`src/rtl/cpu_pkg.sv`:
```
// cpu_pkg: opcodes, function codes, FSM states and ALU helpers for cpu_multicycle
package cpu_pkg;

    localparam logic [6:0] OP_IMM = 7'b0010011;
    localparam logic [6:0] OP     = 7'b0110011;
    localparam logic [6:0] LUI    = 7'b0110111;
    localparam logic [6:0] AUIPC  = 7'b0010111;
    localparam logic [6:0] JAL    = 7'b1101111;
    localparam logic [6:0] JALR   = 7'b1100111;
    localparam logic [6:0] BRANCH = 7'b1100011;

    localparam logic [2:0] F3_ADD  = 3'd0;
    localparam logic [2:0] F3_SLL  = 3'd1;
    localparam logic [2:0] F3_SLT  = 3'd2;
    localparam logic [2:0] F3_SLTU = 3'd3;
    localparam logic [2:0] F3_XOR  = 3'd4;
    localparam logic [2:0] F3_SR   = 3'd5;
    localparam logic [2:0] F3_OR   = 3'd6;
    localparam logic [2:0] F3_AND  = 3'd7;

    localparam logic [6:0] F7_BASE = 7'h00;
    localparam logic [6:0] F7_ALT  = 7'h20;

    typedef enum logic [1:0] {FETCH, EXEC, HALT} state_t;

    typedef enum logic [3:0] {
        ALU_ADD, ALU_SUB, ALU_SLL, ALU_SLT, ALU_SLTU,
        ALU_XOR, ALU_SRL, ALU_SRA, ALU_OR, ALU_AND
    } alu_op_t;

    // alt selects SUB for F3_ADD and SRA for F3_SR
    function automatic alu_op_t alu_sel(input logic [2:0] f3, input logic alt);
        case (f3)
            F3_ADD:  return alt ? ALU_SUB : ALU_ADD;
            F3_SLL:  return ALU_SLL;
            F3_SLT:  return ALU_SLT;
            F3_SLTU: return ALU_SLTU;
            F3_XOR:  return ALU_XOR;
            F3_SR:   return alt ? ALU_SRA : ALU_SRL;
            F3_OR:   return ALU_OR;
            default: return ALU_AND;
        endcase
    endfunction

    function automatic logic [31:0] alu(input alu_op_t op, input logic [31:0] a, input logic [31:0] b);
        case (op)
            ALU_ADD:  return a + b;
            ALU_SUB:  return a - b;
            ALU_SLL:  return a << b[4:0];
            ALU_SLT:  return {31'd0, $signed(a) < $signed(b)};
            ALU_SLTU: return {31'd0, a < b};
            ALU_XOR:  return a ^ b;
            ALU_SRL:  return a >> b[4:0];
            ALU_SRA:  return $unsigned($signed(a) >>> b[4:0]);
            ALU_OR:   return a | b;
            default:  return a & b;
        endcase
    endfunction

endpackage

```
`src/rtl/cpu_regfile.sv`:
```
// cpu_regfile: GPR file with two async read ports, one sync write port, x0 tied to zero
module cpu_regfile #(
    parameter int NUM_REGS = 32
) (
    input  logic        clk,
    input  logic        rst,
    input  logic        we_i,
    input  logic [4:0]  waddr_i,
    input  logic [31:0] wdata_i,
    input  logic [4:0]  raddr1_i,
    input  logic [4:0]  raddr2_i,
    output logic [31:0] rdata1_o,
    output logic [31:0] rdata2_o
);

    localparam int AW = $clog2(NUM_REGS);
    localparam logic [5:0] NR = 6'(NUM_REGS);

    logic [31:0] regs_q [NUM_REGS];

    assign rdata1_o = (raddr1_i != 5'd0 && {1'b0, raddr1_i} < NR) ? regs_q[raddr1_i[AW-1:0]] : 32'd0;
    assign rdata2_o = (raddr2_i != 5'd0 && {1'b0, raddr2_i} < NR) ? regs_q[raddr2_i[AW-1:0]] : 32'd0;

    always_ff @(posedge clk or posedge rst) begin
        if (rst) begin
            for (int i = 0; i < NUM_REGS; i++) regs_q[i] <= '0;
        end else if (we_i && waddr_i != 5'd0 && {1'b0, waddr_i} < NR) begin
            regs_q[waddr_i[AW-1:0]] <= wdata_i;
        end
    end

endmodule

```
`src/rtl/cpu_multicycle.sv`:
```
// cpu_multicycle: FETCH/EXEC multi-cycle RV32I/E integer core with req/valid fetch,
// retire reporting and a sticky halt on illegal or misaligned execution.
module cpu_multicycle
    import cpu_pkg::*;
#(
    parameter logic [31:0] RESET_PC = 32'h0000_0000,
    parameter int          NUM_REGS = 32
) (
    input  logic        i_clock,
    input  logic        i_reset,
    output logic        o_imemReq,
    output logic [31:0] o_imemAddr,
    input  logic        i_imemValid,
    input  logic [31:0] i_imemData,
    output logic        o_retire,
    output logic [31:0] o_retirePC,
    output logic        o_halt
);

    localparam logic [5:0] NR = 6'(NUM_REGS);

    state_t      state_q, state_d;
    logic [31:0] pc_q, pc_d, ir_q, ir_d, retire_pc_q, retire_pc_d;
    logic        req_q, retire_q, retire_d, halt_q;

    logic [6:0]  opcode, f7;
    logic [4:0]  rd, rs1, rs2;
    logic [2:0]  f3;
    logic [31:0] imm_i, imm_b, imm_u, imm_j, pc_plus4;
    logic [31:0] rs1_val, rs2_val, alu_b, alu_res, wb_val, next_pc;
    logic        legal, use_rd, use_rs1, use_rs2, jump, wb, taken, fault, we;

    assign opcode   = ir_q[6:0];
    assign rd       = ir_q[11:7];
    assign f3       = ir_q[14:12];
    assign rs1      = ir_q[19:15];
    assign rs2      = ir_q[24:20];
    assign f7       = ir_q[31:25];
    assign imm_i    = {{20{ir_q[31]}}, ir_q[31:20]};
    assign imm_b    = {{19{ir_q[31]}}, ir_q[31], ir_q[7], ir_q[30:25], ir_q[11:8], 1'b0};
    assign imm_u    = {ir_q[31:12], 12'd0};
    assign imm_j    = {{11{ir_q[31]}}, ir_q[31], ir_q[19:12], ir_q[20], ir_q[30:21], 1'b0};
    assign pc_plus4 = pc_q + 32'd4;

    // ir[30] only distinguishes SUB/SRA for OP and SRAI for OP-IMM shifts
    assign alu_res = alu(alu_sel(f3, ir_q[30] && (opcode == OP || f3 == F3_SR)), rs1_val, alu_b);

    // f3[2]: ordered compare, f3[1]: unsigned, f3[0]: invert
    assign taken = f3[0] ^ (f3[2] ? (f3[1] ? rs1_val < rs2_val : $signed(rs1_val) < $signed(rs2_val))
                                  : rs1_val == rs2_val);

    always_comb begin
        legal   = 1'b1;
        use_rd  = 1'b0;
        use_rs1 = 1'b0;
        use_rs2 = 1'b0;
        jump    = 1'b0;
        wb      = 1'b0;
        alu_b   = imm_i;
        wb_val  = alu_res;
        next_pc = pc_plus4;
        case (opcode)
            OP_IMM: begin
                {use_rd, use_rs1, wb} = 3'b111;
                legal = (f3 == F3_SLL) ? f7 == F7_BASE
                      : (f3 == F3_SR)  ? (f7 == F7_BASE || f7 == F7_ALT) : 1'b1;
            end
            OP: begin
                {use_rd, use_rs1, use_rs2, wb} = 4'b1111;
                alu_b = rs2_val;
                legal = f7 == F7_BASE || (f7 == F7_ALT && (f3 == F3_ADD || f3 == F3_SR));
            end
            LUI: begin
                {use_rd, wb} = 2'b11;
                wb_val = imm_u;
            end
            AUIPC: begin
                {use_rd, wb} = 2'b11;
                wb_val = pc_q + imm_u;
            end
            JAL: begin
                {use_rd, wb, jump} = 3'b111;
                wb_val  = pc_plus4;
                next_pc = pc_q + imm_j;
            end
            JALR: begin
                {use_rd, use_rs1, wb, jump} = 4'b1111;
                wb_val  = pc_plus4;
                next_pc = (rs1_val + imm_i) & ~32'd1;
                legal   = f3 == 3'd0;
            end
            BRANCH: begin
                {use_rs1, use_rs2} = 2'b11;
                jump    = taken;
                next_pc = taken ? pc_q + imm_b : pc_plus4;
                legal   = f3[2:1] != 2'b01;
            end
            default: legal = 1'b0;
        endcase
    end

    assign fault = !legal || (jump && next_pc[1])
                 || (use_rd && {1'b0, rd} >= NR) || (use_rs1 && {1'b0, rs1} >= NR)
                 || (use_rs2 && {1'b0, rs2} >= NR);

    always_comb begin
        state_d     = state_q;
        pc_d        = pc_q;
        ir_d        = ir_q;
        retire_d    = 1'b0;
        retire_pc_d = retire_pc_q;
        we          = 1'b0;
        case (state_q)
            FETCH: begin
                // req_q gates acceptance so a stale valid right after reset is dropped
                if (req_q && i_imemValid) begin
                    ir_d    = i_imemData;
                    state_d = EXEC;
                end
            end
            EXEC: begin
                if (fault) begin
                    state_d = HALT;
                end else begin
                    state_d     = FETCH;
                    pc_d        = next_pc;
                    we          = wb;
                    retire_d    = 1'b1;
                    retire_pc_d = pc_q;
                end
            end
            default: state_d = HALT;
        endcase
    end

    always_ff @(posedge i_clock or posedge i_reset) begin
        if (i_reset) begin
            state_q     <= FETCH;
            pc_q        <= RESET_PC;
            ir_q        <= '0;
            req_q       <= 1'b0;
            retire_q    <= 1'b0;
            retire_pc_q <= '0;
            halt_q      <= 1'b0;
        end else begin
            state_q     <= state_d;
            pc_q        <= pc_d;
            ir_q        <= ir_d;
            req_q       <= state_d == FETCH;
            retire_q    <= retire_d;
            retire_pc_q <= retire_pc_d;
            halt_q      <= state_d == HALT;
        end
    end

    cpu_regfile #(.NUM_REGS(NUM_REGS)) u_rf (
        .clk      (i_clock),
        .rst      (i_reset),
        .we_i     (we),
        .waddr_i  (rd),
        .wdata_i  (wb_val),
        .raddr1_i (rs1),
        .raddr2_i (rs2),
        .rdata1_o (rs1_val),
        .rdata2_o (rs2_val)
    );

    assign o_imemReq  = req_q;
    assign o_imemAddr = pc_q;
    assign o_retire   = retire_q;
    assign o_retirePC = retire_pc_q;
    assign o_halt     = halt_q;

endmodule
```
`config.mk`:
```
export PLATFORM = sky130hd
export DESIGN_NAME = cpu_multicycle
export DESIGN_NICKNAME = d
export VERILOG_FILES = /design/src/rtl/cpu_pkg.sv /design/src/rtl/cpu_regfile.sv /design/src/rtl/cpu_multicycle.sv
export SDC_FILE = /design/constraint.sdc
export NUM_CORES = 2
export LEC_CHECK = 0
export ABC_AREA = 1
export CORE_MARGIN = 8
export CORE_UTILIZATION = 30
export CTS_CLUSTER_DIAMETER = 60
export DETAILED_ROUTE_END_ITERATION = 12
export SETUP_SLACK_MARGIN = 0.2
export SYNTH_ARGS = -nofsm -noshare
export SYNTH_HDL_FRONTEND = slang
export SYNTH_SLANG_ARGS = --single-unit
```
`constraint.sdc`:
```
create_clock -name i_clock -period 71.1 [get_ports i_clock]
set_input_delay 10.665 -clock i_clock [delete_from_list [all_inputs] [get_ports i_clock]]
set_output_delay 10.665 -clock i_clock [all_outputs]
set_load 0.01 [all_outputs]
```
### Word-level counts from Yosys, hierarchy flattened

Index checks and enable logic that the tools add are counted.
Widths: inputs -> output; s select.

| cells by class | value |
|---|---|
| add/sub/neg operators | 7 |
| order comparisons | 8 |
| equal/unequal tests | 26 |
| shift-type cells | 3 |
| multiplexer cells | 33 |
| bitwise logic cells | 8 |
| reductions and logical operators | 25 |

Operators with widths:

| cell | count |
|---|---|
| $bwmux 1024 | 1 |
| $bmux 32 s5 | 2 |
| $mux 32 | 9 |
| $pmux 32 s9 | 1 |
| $pmux 32 s3 | 2 |
| $add 32x32->32 | 5 |
| $demux 32 s5 | 1 |
| $lt 32x32->1 | 4 |
| $add 32x3->32 const B | 1 |
| $and 32x32->32 | 1 |
| $eq 32x32->1 | 1 |
| $or 32x32->32 | 1 |
| $shl 32x5->32 | 1 |
| $shr 32x5->32 | 1 |
| $sshr 32x5->32 | 1 |
| $sub 32x32->32 | 1 |
| $xor 32x32->32 | 1 |
| $pmux 4 s7 | 1 |
| $eq 7x6->1 const B | 3 |
| $eq 7x7->1 const B | 3 |
| $ge 6x6->1 const B | 3 |
| $not 5->6 | 3 |
| $eq 4x3->1 const B | 4 |
| $reduce_bool 5->1 | 3 |
| 29 further kinds | 56 |

| word-level totals | value |
|---|---|
| register bits | 1,125 |
| bits of input ports | 35 |
| output and inout port bits | 67 |
| logic and storage cells | 149 |

### Longest topological paths before layout

| depth | value |
|---|---|
| depth after elaboration | 16 |
| gate-level depth with buffers | 39 |
| gate-level depth less buffers | 36 |

### Modules after synthesis

A second synthesis with hierarchy kept.

| unflattened totals | value |
|---|---|
| cell total of the unflattened synthesis | 12,072 |
| area total of the unflattened synthesis | 77,730.8 um^2 |

By module, submodules not included:

| module | instances | cells an instance | area an instance (um^2) | sequential area each (um^2) |
|---|---|---|---|---|
| cpu_regfile | 1 | 8,296 | 56,311.5 | 25,624.6 |
| cpu_multicycle | 1 | 3,776 | 21,419.3 | 2,477.4 |

### Worst setup path after synthesis

No wires, ideal clock.

| path | value |
|---|---|
| kind | input to register |
| from | in i_imemValid |
| to | reg ir_q[21] |
| setup time | 139 ps |
| arrival time | 11,340 ps |
| required time | 70,961 ps |
| setup slack | 59,621 ps |
| stages | 5 |
| buffers on the path | 1 |
| cells stage by stage | nand4_1 > clkinv_1 > clkbuf_1 > nand2_1 > o21ai_0 |

| between the ends | value |
|---|---|
| cells in the longest elaborated chain, start to end | 2 |

RTL lines:

| element | RTL line | RTL |
|---|---|---|
| start: declaration | cpu_multicycle.sv:13 | `input logic i_imemValid,` |
| $logic_and 1x1->1 | cpu_multicycle.sv:116 | `if (req_q && i_imemValid) begin` |
| $reduce_and 2->1 (no line) | - |  |
| end signal: assignment | cpu_multicycle.sv:148 | `ir_q <= ir_d;` |
| end: declaration | cpu_multicycle.sv:23 | `logic [31:0] pc_q, pc_d, ir_q, ir_d, retire_pc_q, retire_pc_d;` |

Every way passes these cells.
A chain may end at the register's enable or synchronous reset.

### Worst setup path after layout

| path | value |
|---|---|
| from | reg pc_q[21] (netlist: o_imemAddr[21]) |
| to | out o_imemAddr[21] |

RTL lines:

| element | RTL line | RTL |
|---|---|---|
| start: declaration | cpu_multicycle.sv:23 |  |
| start signal: assignment | cpu_multicycle.sv:147 | `pc_q <= pc_d;` |
| end: declaration | cpu_multicycle.sv:12 | `output logic [31:0] o_imemAddr,` |

No word-level cell between the ends.

==> reports/results.md <==
| Stage | Result | This run |
| --- | --- | --- |
| place | Total half-perimeter wirelength after legalization and detailed placement | 242.7 mm |
| status | Status | finished clean |
| worst hold path | Worst hold path class | flop to flop |
| worst setup path | Internal reg-to-reg setup slack | 59.01 ns |
| finish | Share of final-layout standard cells stronger than drive strength 1 | 5.466% |
| global routing | Wire length of the first global-routing pass | 551.8 mm |
| sta | WHS | 0.4002 ns |
| synthesis | Cell types occupying the most area after synthesis | dfrtp_1 (36%), nand2_1 (21%), o21ai_0 (7.8%) |
| global routing | Total routing resource utilization after global routing | 26.26% |
| synthesis | Count of cell types in the netlist | 60 |
| worst setup path | CP arrival | 2.08 ns |
| worst hold path | Startpoint of the worst hold path | u_rf.regs_q[997] |
| sta | Final max-slew violation count | 0 |
| drt | Starting DRC count in detailed routing | 12417 |
| drt | Post-detailed-route via-to-cell ratio | 5.668 |
| die | Row count | 187 |
| clock tree | Clk pin slew, worst setup/hold paths | 0.06 ns |
| die | Die span in y | 527.2 um |
| flow run | Number of max-cap violations | 0 |
| finish | Layout Utilization | 33.32% |
| synthesis | Cell type with the largest total area after synthesis | dfrtp_1 |
| worst setup path | Reg2reg end | u_rf.regs_q[854] |
| clock tree | Sink count of the clock tree | 1123 |
| global routing | Number of global-route vias before repair | 78938 |
| die | Initial core utilization | 30.19% |
| clock tree | Resize count post-CTS | 0 |
| drt | Post-DR wirelength/cell | 25.42 um |
| place | Final GP Congestion | 1.013 |
| clock tree | Number of clock buffers inserted by TritonCTS | 138 |
| synthesis | Count of flip-flops with a built-in enable after synthesis | 0 |
| finish | Count of filler cells inserted in the layout | 28101 |
| sta | Fraction of the cycle the final worst path needs | 17.92% |
| synthesis | Synth warnings | 0 |
| clock tree | Bufs on Longest Clock Path | 3 |
| synthesis | Proportion of synthesized chip area in sequential cells | 35.85% |
| worst setup path | Worst reg-to-reg path cell count | 32 |
| drt | Routed Wire Length | 383.2 mm |
| clock tree | Post CTS Setup Buffer Count | 0 |
| drt | Iteration count of the initial detailed-routing pass | 6 |
| sta | Minimum clock period | 12.74 ns |
| worst setup path | Worst Path Buf+Inv | 1 |
| die | Horizontal die dimension | 527.2 um |
| worst setup path | Slowest CP cell | clkdlybuf4s50_1 |
| worst hold path | Count of cells along the worst hold path | 0 |
| drt | Detailed-route via count | 85449 |
| sta | Fmax achieved | 78.47 MHz |
| synthesis | Commonest register cell after synthesis | dfrtp_1 |
| synthesis | Area fraction of the dominant cell type after synthesis | 35.85% |
| finish | Post-layout nets | 11819 |
| sta | Max Clock Skew | 0.04037 ns |
| sta | Actual slew at the worst max-slew pin | 1.266 ns |
| sta | Total negative setup slack | 0 ns |
| sta | RSZ-0062 raised after global routing | false |
| drt | Remaining antenna violation count after routing | 0 |
| worst setup path | Critical path cell sequence | clkdlybuf4s50_1 |
| power | Max VDD drop | 0.05952 mV |
| finish | Area growth, synth to finish | 10.39% |
| clock tree | Post-CTS Hold Buffers | 0 |
| die | Total I/O pin count | 102 |
| synthesis | Post-synthesis instance total | 12005 |
| worst setup path | Stage delay of the slowest cell on the critical path | 0.64 ns |
| synthesis | Number of flip-flops and latches in the synthesized netlist | 1123 |
| clock tree | CTS tree | built |
| synthesis | Async set-or-reset flop fraction in the synthesized netlist | 100.0% |
| global routing | Antenna violations before repair | 14 |
| worst hold path | Worst Hold Path EP | u_rf.regs_q[997] |
| worst setup path | Kind of start point of the critical path | flop |
| worst setup path | CP endpoint kind | output pin |
| worst setup path | Critical-path maximum fanout | 9 |
| clock tree | Clock tree root buffer cell | clkbuf_16 |
| clock tree | Skew-Pair Late Insertion Delay | 0.83 ns |
| power | Leakage power figure | 42.88 nW |
| die | Placeable core region | 259700 um2 |
| place | Setup slack after placement | 57.45 ns |
| global routing | Global route overflow | 0 |
| global routing | Maximum number of pins on one net before global-route repair | 170 |
| power | Total power | 4.959 mW |
| worst setup path | Startpoint-to-endpoint class of the critical path | flop to output pin |
| sta | Worst-case setup margin in the final layout | 58.36 ns |
| sta | Final setup vio count | 0 |
| clock tree | Depth of the CTS H-tree | 4 |
| worst setup path | Worst flop-to-flop path startpoint | ir_q[17] |
| power | Power Dens Cells | 57.30 nW/um2 |
| place | IO buf count | 99 |
| synthesis | Cell area after synthesis | 78400 um2 |
| sta | Hold violation total from the final report | 0 |
| drt | DRC Markers | 0 |
| worst setup path | Data required, critical path | 60.44 ns |
| worst setup path | Largest delay contributor family on the critical path | buffers and inverters |
| die | Die Footprint | 277900 um2 |
| sta | Worst slew slack as a fraction of its limit | 14.28% |
| synthesis | Post-synthesis average cell area | 6.530 um2 |
## how the worst max path moves through the flow
| stage | start | endpoint | slack [ns] | cells after the start |
|---|---|---|---|---|
| 2_1_floorplan | i_reset | ir_q[0] | 28.81 | 1 |
| 3_3_place_gp | i_reset | u_rf.regs_q[533] | 57.44 | 4 |
| 6_report | o_imemAddr[21] | o_imemAddr[21] | 58.36 | 1 |
| 3_5_place_dp | i_reset | u_rf.regs_q[598] | 57.45 | 4 |
| 4_1_cts | o_imemAddr[2] | o_imemAddr[2] | 58.31 | 1 |
| 5_1_grt | i_reset | u_rf.regs_q[270] | 58.02 | 4 |
## power breakdown
group | total [mW] | leakage [nW] | internal [mW] | switching (mW)
combinational | 3.54 | 25.0 | 0.769 | 2.77
clock | 0.736 | 2.28 | 0.423 | 0.312
sequential | 0.687 | 15.6 | 0.649 | 0.0375
total | 4.96 | 42.9 | 1.84 | 3.12
## Yosys cell counts (all sizes together), types with 61 or more instances
library cell,count
a21oi,500
buf,415
clkbuf,486
dfrtp,1123
ha,214
inv,520
nand2,4330
nand3,936
nor2,1312
nor3,79
o211ai,206
o21ai,1248
o221ai,184
o22ai,61
or2,74
## cell type report
cell class              instances  area, um2  area share [%]
multi-input cells            9457      44730           51.69
flip-flops and latches       1123      28130           32.51
well taps                    3402       4257           4.919
clock buffers                 192       3969           4.586
repair buffers                319       2755           3.184
inverters                     525       2023           2.338
clock inverters                56      666.9          0.7706
diodes                          3      7.507        0.008675
## routing by layer
| metal | up-vias | share of wire, % | global-route usage (%) |
|---|---|---|---|
| met1 | 40329 | 39 | 34.08 |
| met4 | 12 | 7.8 | 17.50 |
| met5 | - | 0.020 | 0 |
| met2 | 5481 | 40 | 37.31 |
| met3 | 1088 | 13 | 8.220 |
| li1 | 38539 | - | - |
## cell usage in the layout, fill, tap and decap left out, drive strengths merged, types with 12 or more instances in the layout
cell / count
a211oi: 18
a21o: 17
a21oi: 500
a31oi: 19
buf: 220
clkbuf: 192
clkdlybuf4s50: 99
clkinv: 36
dfrtp: 1123
ha: 214
inv: 532
nand2: 4330
nand3: 936
nand4: 51
nor2: 1312
nor3: 79
nor4: 15
o2111ai: 21
o211ai: 206
o21a: 12
o21ai: 1248
o21bai: 15
o221ai: 184
o22ai: 61
or2: 74
xnor2: 14
xor2: 54
## kinds of logic after synthesis
| logic type | synth area share (%) |
|---|---|
| compound gates | 17.15 |
| flops | 35.85 |
| fa+ha+maj | 3.569 |
| mux | 0.1021 |
| xor+xnor | 0.7597 |
| buf+inv | 7.552 |
| other cells | 0.004783 |
| simple gates | 35.02 |
## flip-flops by register name (all words and copies together), names as in the netlist
| name | flops |
|---|---|
| u_rf.regs_q | 1024 |
| state_q | 2 |
| o_retire | 1 |
| o_retirePC | 31 |
| o_imemReq | 1 |
| o_halt | 1 |
| ir_q | 32 |
| o_imemAddr | 31 |
## stage by stage
step                area, um2  instances
floorplan               78400      12006
global placement        81900      14826
detailed placement      81900      14826
CTS                     86530      15074
global route            86530      15075
finish                  86540      15077
(Power assumes the default switching activity.)
